<file path="config.mk">
export PLATFORM = sky130hd
export DESIGN_NAME = alu_result_fifo_flat
export DESIGN_NICKNAME = d
export VERILOG_FILES = /design/src/rtl/alu_result_fifo_if.sv /design/src/rtl/alu_result_fifo.sv /design/src/flat_wrapper.sv
export SDC_FILE = /design/constraint.sdc
export NUM_CORES = 1
export LEC_CHECK = 0
export CAP_MARGIN = 10
export CORE_ASPECT_RATIO = 0.5
export CORE_MARGIN = 2
export CORE_UTILIZATION = 35
export DETAILED_ROUTE_END_ITERATION = 7
export GPL_TIMING_DRIVEN = 0
export PLACE_DENSITY = 0.53
export SETUP_SLACK_MARGIN = 0.3
export SLEW_MARGIN = 20
export SYNTH_ARGS = -nofsm -noshare
export SYNTH_HDL_FRONTEND = slang
export SYNTH_SLANG_ARGS = --single-unit
export TNS_END_PERCENT = 1
</file>
<file path="constraint.sdc">
create_clock -name clkpos -period 3.6 [get_ports clkpos]
set_clock_uncertainty 0.15 [all_clocks]
set_input_delay 0.72 -clock clkpos [delete_from_list [all_inputs] [get_ports clkpos]]
set_output_delay 0.72 -clock clkpos [all_outputs]
set_load 0.005 [all_outputs]
</file>
<file path="src/rtl/alu_result_fifo_if.sv">
// Issue/capture/drain handshake bundle between the ALU result FIFO and its neighbours.
interface alu_result_fifo_if #(
   parameter int unsigned WIDTH = 16,
   parameter int unsigned DEPTH = 4
);
   localparam int unsigned CW = $clog2(DEPTH + 1);

   logic             issue;
   logic             issue_ready;
   logic [WIDTH-1:0] alu_out;
   logic             out_valid;
   logic             out_ready;
   logic [WIDTH-1:0] out_data;
   logic             out_zero;
   logic             out_neg;
   logic [CW-1:0]    count;
   logic             ovf_err;

   // FIFO side
   modport slave (
      input  issue, alu_out, out_ready,
      output issue_ready, out_valid, out_data, out_zero, out_neg, count, ovf_err
   );

   // Issuing unit / consumer side
   modport master (
      output issue, alu_out, out_ready,
      input  issue_ready, out_valid, out_data, out_zero, out_neg, count, ovf_err
   );
endinterface

</file>
<file path="src/rtl/alu_result_fifo.sv">
// Captures fixed-latency ALU results into a flagged FIFO; issue credit keeps a slot
// reserved for every operation in flight.
module alu_result_fifo #(
   parameter int unsigned WIDTH = 16,
   parameter int unsigned DEPTH = 4,
   parameter int unsigned LAT   = 2
) (
   input logic               clkpos,
   input logic               rst,
   input logic               vdd,
   input logic               vss,
   alu_result_fifo_if.slave  bus
);
   localparam int unsigned CW = $clog2(DEPTH + 1);
   localparam int unsigned PW = $clog2(DEPTH);
   // LAT-1 stages after the accept edge put the capture edge at the end of cycle c+LAT-1
   localparam int unsigned TW = (LAT > 1) ? LAT - 1 : 1;

   typedef struct packed {
      logic [WIDTH-1:0] data;
      logic             zero;
      logic             neg;
   } entry_t;

   entry_t        mem_q [DEPTH];
   entry_t        mem_d [DEPTH];
   logic [PW-1:0] wr_ptr_q, wr_ptr_d;
   logic [PW-1:0] rd_ptr_q, rd_ptr_d;
   logic [CW-1:0] count_q, count_d;
   logic [TW-1:0] track_q, track_d;
   logic          ovf_q, ovf_d;

   logic          accept;
   logic          strobe;
   logic          full;
   logic          pop;
   logic          push;
   int unsigned   inflight;

   logic unused_supply;
   assign unused_supply = vdd ^ vss;

   // Credit check: slots already used plus operations still travelling the gate pipe
   always_comb begin
      inflight = 0;
      for (int i = 0; i < int'(TW); i++) begin
         inflight = inflight + 32'(track_q[i]);
      end
      bus.issue_ready = (32'(count_q) + inflight) < DEPTH;
   end

   always_comb begin
      accept = bus.issue & bus.issue_ready;
      strobe = (LAT > 1) ? track_q[TW-1] : accept;
      full   = (count_q == CW'(DEPTH));
      pop    = (count_q != '0) & bus.out_ready;
      push   = strobe & (~full | pop);
   end

   always_comb begin
      track_d  = '0;
      mem_d    = mem_q;
      wr_ptr_d = wr_ptr_q;
      rd_ptr_d = rd_ptr_q;
      count_d  = count_q;
      ovf_d    = ovf_q;

      track_d[0] = (LAT > 1) ? accept : 1'b0;
      for (int i = 1; i < int'(TW); i++) begin
         track_d[i] = track_q[i-1];
      end

      if (push) begin
         mem_d[wr_ptr_q] = '{data: bus.alu_out,
                             zero: (bus.alu_out == '0),
                             neg:  bus.alu_out[WIDTH-1]};
         wr_ptr_d = wr_ptr_q + PW'(1);
      end
      if (pop) begin
         rd_ptr_d = rd_ptr_q + PW'(1);
      end
      count_d = count_q + CW'(push) - CW'(pop);
      ovf_d   = ovf_q | (strobe & full & ~pop);
   end

   always_ff @(posedge clkpos) begin
      if (rst) begin
         track_q  <= '0;
         wr_ptr_q <= '0;
         rd_ptr_q <= '0;
         count_q  <= '0;
         ovf_q    <= 1'b0;
         for (int i = 0; i < int'(DEPTH); i++) begin
            mem_q[i] <= '0;
         end
      end else begin
         track_q  <= track_d;
         wr_ptr_q <= wr_ptr_d;
         rd_ptr_q <= rd_ptr_d;
         count_q  <= count_d;
         ovf_q    <= ovf_d;
         for (int i = 0; i < int'(DEPTH); i++) begin
            mem_q[i] <= mem_d[i];
         end
      end
   end

   // First-word fall-through view of the head entry
   always_comb begin
      bus.out_valid = (count_q != '0);
      bus.out_data  = mem_q[rd_ptr_q].data;
      bus.out_zero  = mem_q[rd_ptr_q].zero;
      bus.out_neg   = mem_q[rd_ptr_q].neg;
      bus.count     = count_q;
      bus.ovf_err   = ovf_q;
   end
endmodule

</file>
<file path="src/flat_wrapper.sv">
// flat-port wrapper written by rule: the top's interface ports become plain ports
module alu_result_fifo_flat 
#(
   parameter int unsigned WIDTH = 16,
   parameter int unsigned DEPTH = 4,
   parameter int unsigned LAT   = 2
)
  (clkpos, rst, vdd, vss, bus_issue, bus_alu_out, bus_out_ready, bus_issue_ready, bus_out_valid, bus_out_data, bus_out_zero, bus_out_neg, bus_count, bus_ovf_err);
  alu_result_fifo_if #(.WIDTH(WIDTH), .DEPTH(DEPTH)) bus_i ();
  input logic clkpos;
  input logic rst;
  input logic vdd;
  input logic vss;
  input wire logic [$bits(bus_i.issue)-1:0] bus_issue;
  input wire logic [$bits(bus_i.alu_out)-1:0] bus_alu_out;
  input wire logic [$bits(bus_i.out_ready)-1:0] bus_out_ready;
  output wire logic [$bits(bus_i.issue_ready)-1:0] bus_issue_ready;
  output wire logic [$bits(bus_i.out_valid)-1:0] bus_out_valid;
  output wire logic [$bits(bus_i.out_data)-1:0] bus_out_data;
  output wire logic [$bits(bus_i.out_zero)-1:0] bus_out_zero;
  output wire logic [$bits(bus_i.out_neg)-1:0] bus_out_neg;
  output wire logic [$bits(bus_i.count)-1:0] bus_count;
  output wire logic [$bits(bus_i.ovf_err)-1:0] bus_ovf_err;
  assign bus_i.issue = bus_issue;
  assign bus_i.alu_out = bus_alu_out;
  assign bus_i.out_ready = bus_out_ready;
  assign bus_issue_ready = bus_i.issue_ready;
  assign bus_out_valid = bus_i.out_valid;
  assign bus_out_data = bus_i.out_data;
  assign bus_out_zero = bus_i.out_zero;
  assign bus_out_neg = bus_i.out_neg;
  assign bus_count = bus_i.count;
  assign bus_ovf_err = bus_i.ovf_err;
  alu_result_fifo #(.WIDTH(WIDTH), .DEPTH(DEPTH), .LAT(LAT)) u_core (.clkpos(clkpos), .rst(rst), .vdd(vdd), .vss(vss), .bus(bus_i));
endmodule
</file>
After elaboration in Yosys (flattened, before gate mapping)
Cells that the tools add are included.
{ "totals": {"regBits": 81, "inputBits": 22, "output_inout_bits": 24, "elab_cells": 47} }
{ "classes": {"addsub": 5, "magnitude_cmp": 4, "n_eq_ne": 1, "mux": 6, "bitwise": 11, "reduce_logical": 3} }
{ "ops": {"columns": ["operator", "count"], "rows": [
  ["$bwmux W72", 1],
  ["$mux W18", 3],
  ["$bmux W18 S2", 1],
  ["$demux W18 S2", 1],
  ["$lt A32 B3 Y1 const B", 1],
  ["$logic_not A16 Y1", 1],
  ["$ge A3 B3 Y1 const B", 2],
  ["$not A2 Y3", 2],
  ["$and A1 B1 Y1", 5],
  ["$add A2 B1 Y2 const B", 2],
  ["$add A3 B1 Y4", 1],
  ["$add A3 B1 Y3", 1],
  ["$eq A3 B3 Y1 const B", 1],
  ["$lt A3 B1 Y1 const B", 1],
  ["$reduce_bool A3 Y1", 1],
  ["$sub A3 B1 Y3", 1],
  ["$not A1 Y1", 2],
  ["$or A1 B1 Y1", 2],
  ["$logic_and A1 B1 Y1", 1]
]} }

Logic depth before layout (Yosys ltp)
{ "logic_depth": {"ltp_word": 6, "ltp_mapped": 9, "depth_no_buf": 8} }

Least setup slack after synthesis
Ideal clock, no wire load.
{ "synth_timing": {"kind": "input -> register", "startpoint": "in bus_out_ready", "endpoint": "reg u_core.count_q[1], in the netlist u_core.bus.count[1]", "setup_time_ps": 66, "t_arrival_ps": 2112, "required_ps": 3384, "setup_slack_ps": 1272, "cell_stages": 7, "path_buffers": 1, "path_cell_list": "nor4b_4 > buf_2 > nor2_1 > ha_1 > inv_1 > fa_1 > nor2_1"} }
{ "synth_between": {"elab_chain_cells": 5} }
{ "synth_rtl": {"columns": ["item", "line", "text"], "rows": [
  ["start, declared", "flat_wrapper.sv:16", "input wire logic [$bits(bus_i.out_ready)-1:0] bus_out_ready;"],
  ["$and A1 B1 Y1", "alu_result_fifo.sv:56", "pop = (count_q != '0) & bus.out_ready;"],
  ["$or A1 B1 Y1", "alu_result_fifo.sv:57", "push = strobe & (~full | pop);"],
  ["$and A1 B1 Y1", "alu_result_fifo.sv:57", null],
  ["net u_core.push", "alu_result_fifo.sv:37", "logic push;"],
  ["$add A3 B1 Y3", "alu_result_fifo.sv:82", "count_d = count_q + CW'(push) - CW'(pop);"],
  ["$sub A3 B1 Y3", "alu_result_fifo.sv:82", null],
  ["end signal, assigned", "alu_result_fifo.sv:100", "count_q <= count_d;"],
  ["end, declared", "alu_result_fifo.sv:29", "logic [CW-1:0] count_q, count_d;"]
]} }
The timed path passes the listed nets, and every way through them passes these cells.
A chain may end at the register's enable or synchronous reset.

Worst setup path in the final report
{ "layout_timing": {"startpoint": "reg u_core.rd_ptr_q[1]", "endpoint": "out bus_out_data[8]"} }
{ "layout_between": {"elab_chain_cells": 4} }
{ "layout_rtl": {"columns": ["item", "line", "text"], "rows": [
  ["start, declared", "alu_result_fifo.sv:28", "logic [PW-1:0] rd_ptr_q, rd_ptr_d;"],
  ["start signal, assigned", "alu_result_fifo.sv:99", "rd_ptr_q <= rd_ptr_d;"],
  ["$not A2 Y3 (not written as such)", "alu_result_fifo.sv:111", "bus.out_data = mem_q[rd_ptr_q].data;"],
  ["$bmux W18 S2", "alu_result_fifo.sv:111", null],
  ["$mux W18 (not written as such) (2 in a row)", "alu_result_fifo.sv:111", null],
  ["end, declared", "flat_wrapper.sv:19", "output wire logic [$bits(bus_i.out_data)-1:0] bus_out_data;"]
]} }
No other way between the ends. The select of a mux whose other input is x is not followed.

==> results.ini <==
[layout]
layout.nets = 484
finalNonFillerCells = 599
final_common_cell = dfxtp_1
layout-drive-gt1-share_pct = 11.8
area.growth.synth_to_final_pct = 24.4
fillCellCount = 1031
n_antenna_cell = 0
mostFrequentLayoutCells = dfxtp_1, o21ai_0, a21oi_1

[critical_path]
cpPeakStageDelay_ns = 0.52
slowest_stage = mux4_2
path_buf_inv = 3
crit_fanout = 10
cp-end-kind = output port
cp.arrival_ns = 2.33
cp.required_ns = 2.73
crit_family = buffers and inverters
start_kind = register
crit_path_cell_trace = buf_2, clkbuf_4, mux4_2, clkdlybuf4s50_1
crit_type = reg2out

[yosys]
ys_seq_area_share_pct = 42.6
syn_area_um2 = 3620
synthCells = 400
synth.distinct_cells = 33
synth_seq_cells = 77
syn_area_per_cell_um2 = 9.04
syn-num-nets = 430
ys_warn_count = 0

[global_route]
grt_pass1_wl_um = 18900
grt_remaining_overflow = 0
grt_pass1_vias = 3205
grt_max_degree = 12
antenna_found_initial = 0
grt_usage_pct = 23.1

[clocking]
cts.htree.levels = 3
numCtsBuffers = 9
cts_tree = built
root_buffer = clkbuf_16
post_cts_buffers = 0
clk_path_buf_depth = 2
cts_sinks = 77
clock_latency_ns = 0.34
path_clk_slew_ns = 0.06

[sta]
rsz0062_at_grt = no
max_clock_freq_mhz = 313
max_slew_margin_pct = 54.5
hold_viol_final = 0
fin_tns_setup_ns = 0
fin_crit_sh_pct = 88.8
fin_crit_ns = 3.20
maxSlewViolCount = 0
setup_violations = 0
worst_pin_slew_ns = 0.683
fin_ws_ns = 0.404

[detailed_routing]
via_per_inst = 5.66
num_vias = 3388
drc_errors = 0
drt_first_pass_iters = 5
drt_iter0_drc = 260
drt_wl_total_um = 12300
avgRoutedWirePerCell_um = 20.5
ant_nets = 0

[placement]
dpl.cell_count = 583
io_buffers = 43
place_ws_ns = 0.445
dp_hpwl_um = 8330
gp_congestion = 0.896

[run]
cap_violations = 0

[floorplanning]
rows = 26
die_y_um = 75.9
start_util_pct = 35.7
ios = 46
dieWidth_um = 148
fp.dieArea_um2 = 11200
coreArea_um2 = 10100

[power]
vdd_drop_max_uv = 262
pwr_density_cell_nw_per_um2 = 557
power.total_mw = 2.51
leakagePower_nw = 1.47

[hold_path]
min-delay-path-class = reg2reg

[run_status]
status = complete, no violations

==> final timing paths <==
| path | from | endpoint | slack [ns] | cells after the start |
|---|---|---|---|---|
| max | u_core.rd_ptr_q[1]$_SDFFE_PP0P_ | bus_out_data[8] | 0.40 | 4 |
| min | u_core.mem_q[31]$_SDFFE_PP0P_ | u_core.mem_q[31]$_SDFFE_PP0P_ | 0.32 | 2 |
| min reg2reg | u_core.mem_q[31]$_SDFFE_PP0P_ | u_core.mem_q[31]$_SDFFE_PP0P_ | 0.32 | 2 |
| max reg2reg | u_core.bus.count[2]$_SDFF_PP0_ | u_core.bus.count[1]$_SDFF_PP0_ | 1.25 | 7 |
==> timing repair <==
action,4_1_cts,5_1_grt
setup endpoints to repair,0,1
resized for setup,0,1
hold buffers,0,0
==> per-stage QoR <==
stage / area (um^2) / hold WS, ns / util [%]
2_1_floorplan: 3620 / 0.301 / -
3_3_place_gp: 4220 / 0.306 / 41.7
3_5_place_dp: 4220 / 0.315 / 41.7
4_1_cts: 4490 / 0.322 / 44.4
5_1_grt: 4500 / 0.344 / 44.4
6_report: 4500 / 0.324 / 44.4
==> cells by family after synthesis <==
kind of cell	count (synthesis)	share of synthesized area (%)
flip-flops	77	42.6
AND/OR/NAND/NOR	102	15.1
multiplexers	17	10.6
adder cells (fa/ha/maj)	8	2.98
XOR/XNOR	3	0.727
buffers and inverters	48	7.27
AO/OA/AOI/OAI	145	20.7
==> flip-flops by register name, indices dropped and copies added (netlist names) <==
signal              count
u_core.strobe           1
u_core.bus.count        3
u_core.rd_ptr_q         2
u_core.wr_ptr_q         2
u_core.bus.ovf_err      1
u_core.mem_q           68
==> Yosys cell counts (all sizes together) <==
master / n / area, um^2
and2: 4 / 25.0
nor2b: 5 / 31.3
o31ai: 4 / 30.0
nand2: 10 / 37.5
nor4b: 1 / 23.8
o211a: 1 / 10.0
dfxtp: 77 / 1540
nand3b: 1 / 7.51
clkbuf: 21 / 86.3
a21oi: 67 / 335
or3: 1 / 6.26
o31a: 1 / 8.76
nor3: 1 / 5.00
xor2: 1 / 8.76
nand3: 67 / 345
inv: 6 / 22.5
buf: 21 / 154
nor4: 3 / 18.8
fa: 1 / 20.0
mux4: 17 / 383
o21ai: 70 / 350
nor2: 7 / 26.3
o22ai: 1 / 6.26
ha: 7 / 87.6
o311ai: 1 / 8.76
xnor2: 2 / 17.5
or4b: 1 / 10.0
and3b: 1 / 8.76
==> metal layers <==
layer / vias up / global-route usage [%] / wire (um)
met5: - / 0 / 0
met2: 111 / 35.8 / 5280
met4: 0 / 5.13 / 130
met3: 13 / 4.79 / 854
met1: 1692 / 33.7 / 6020
li1: 1572 / - / -
==> worst register-to-register path: stages (launching register included) <==
cell     delay (ns)
dfxtp_1        0.48
nor4b_4        0.48
buf_2          0.31
nor2_1         0.09
ha_1           0.20
inv_1          0.06
fa_1           0.41
nor2_1         0.10
==> area by class of cell <==
type	instances	area, um^2	area share [%]
Multi-Input combinational cell	275	1810	40.3
Sequential cell	77	1540	34.3
Timing Repair Buffer	43	430	9.57
Clock buffer	15	268	5.95
Buffer	42	243	5.40
Tap cell	140	175	3.90
Inverter	6	22.5	0.501
Clock inverter	1	5.00	0.111
==> power by group <==
part / switching, mW / internal, mW
Sequential: 0.0451 / 0.901
Combinational: 0.391 / 0.318
Clock: 0.345 / 0.505
Note: power is estimated with default switching activity, not from simulation.
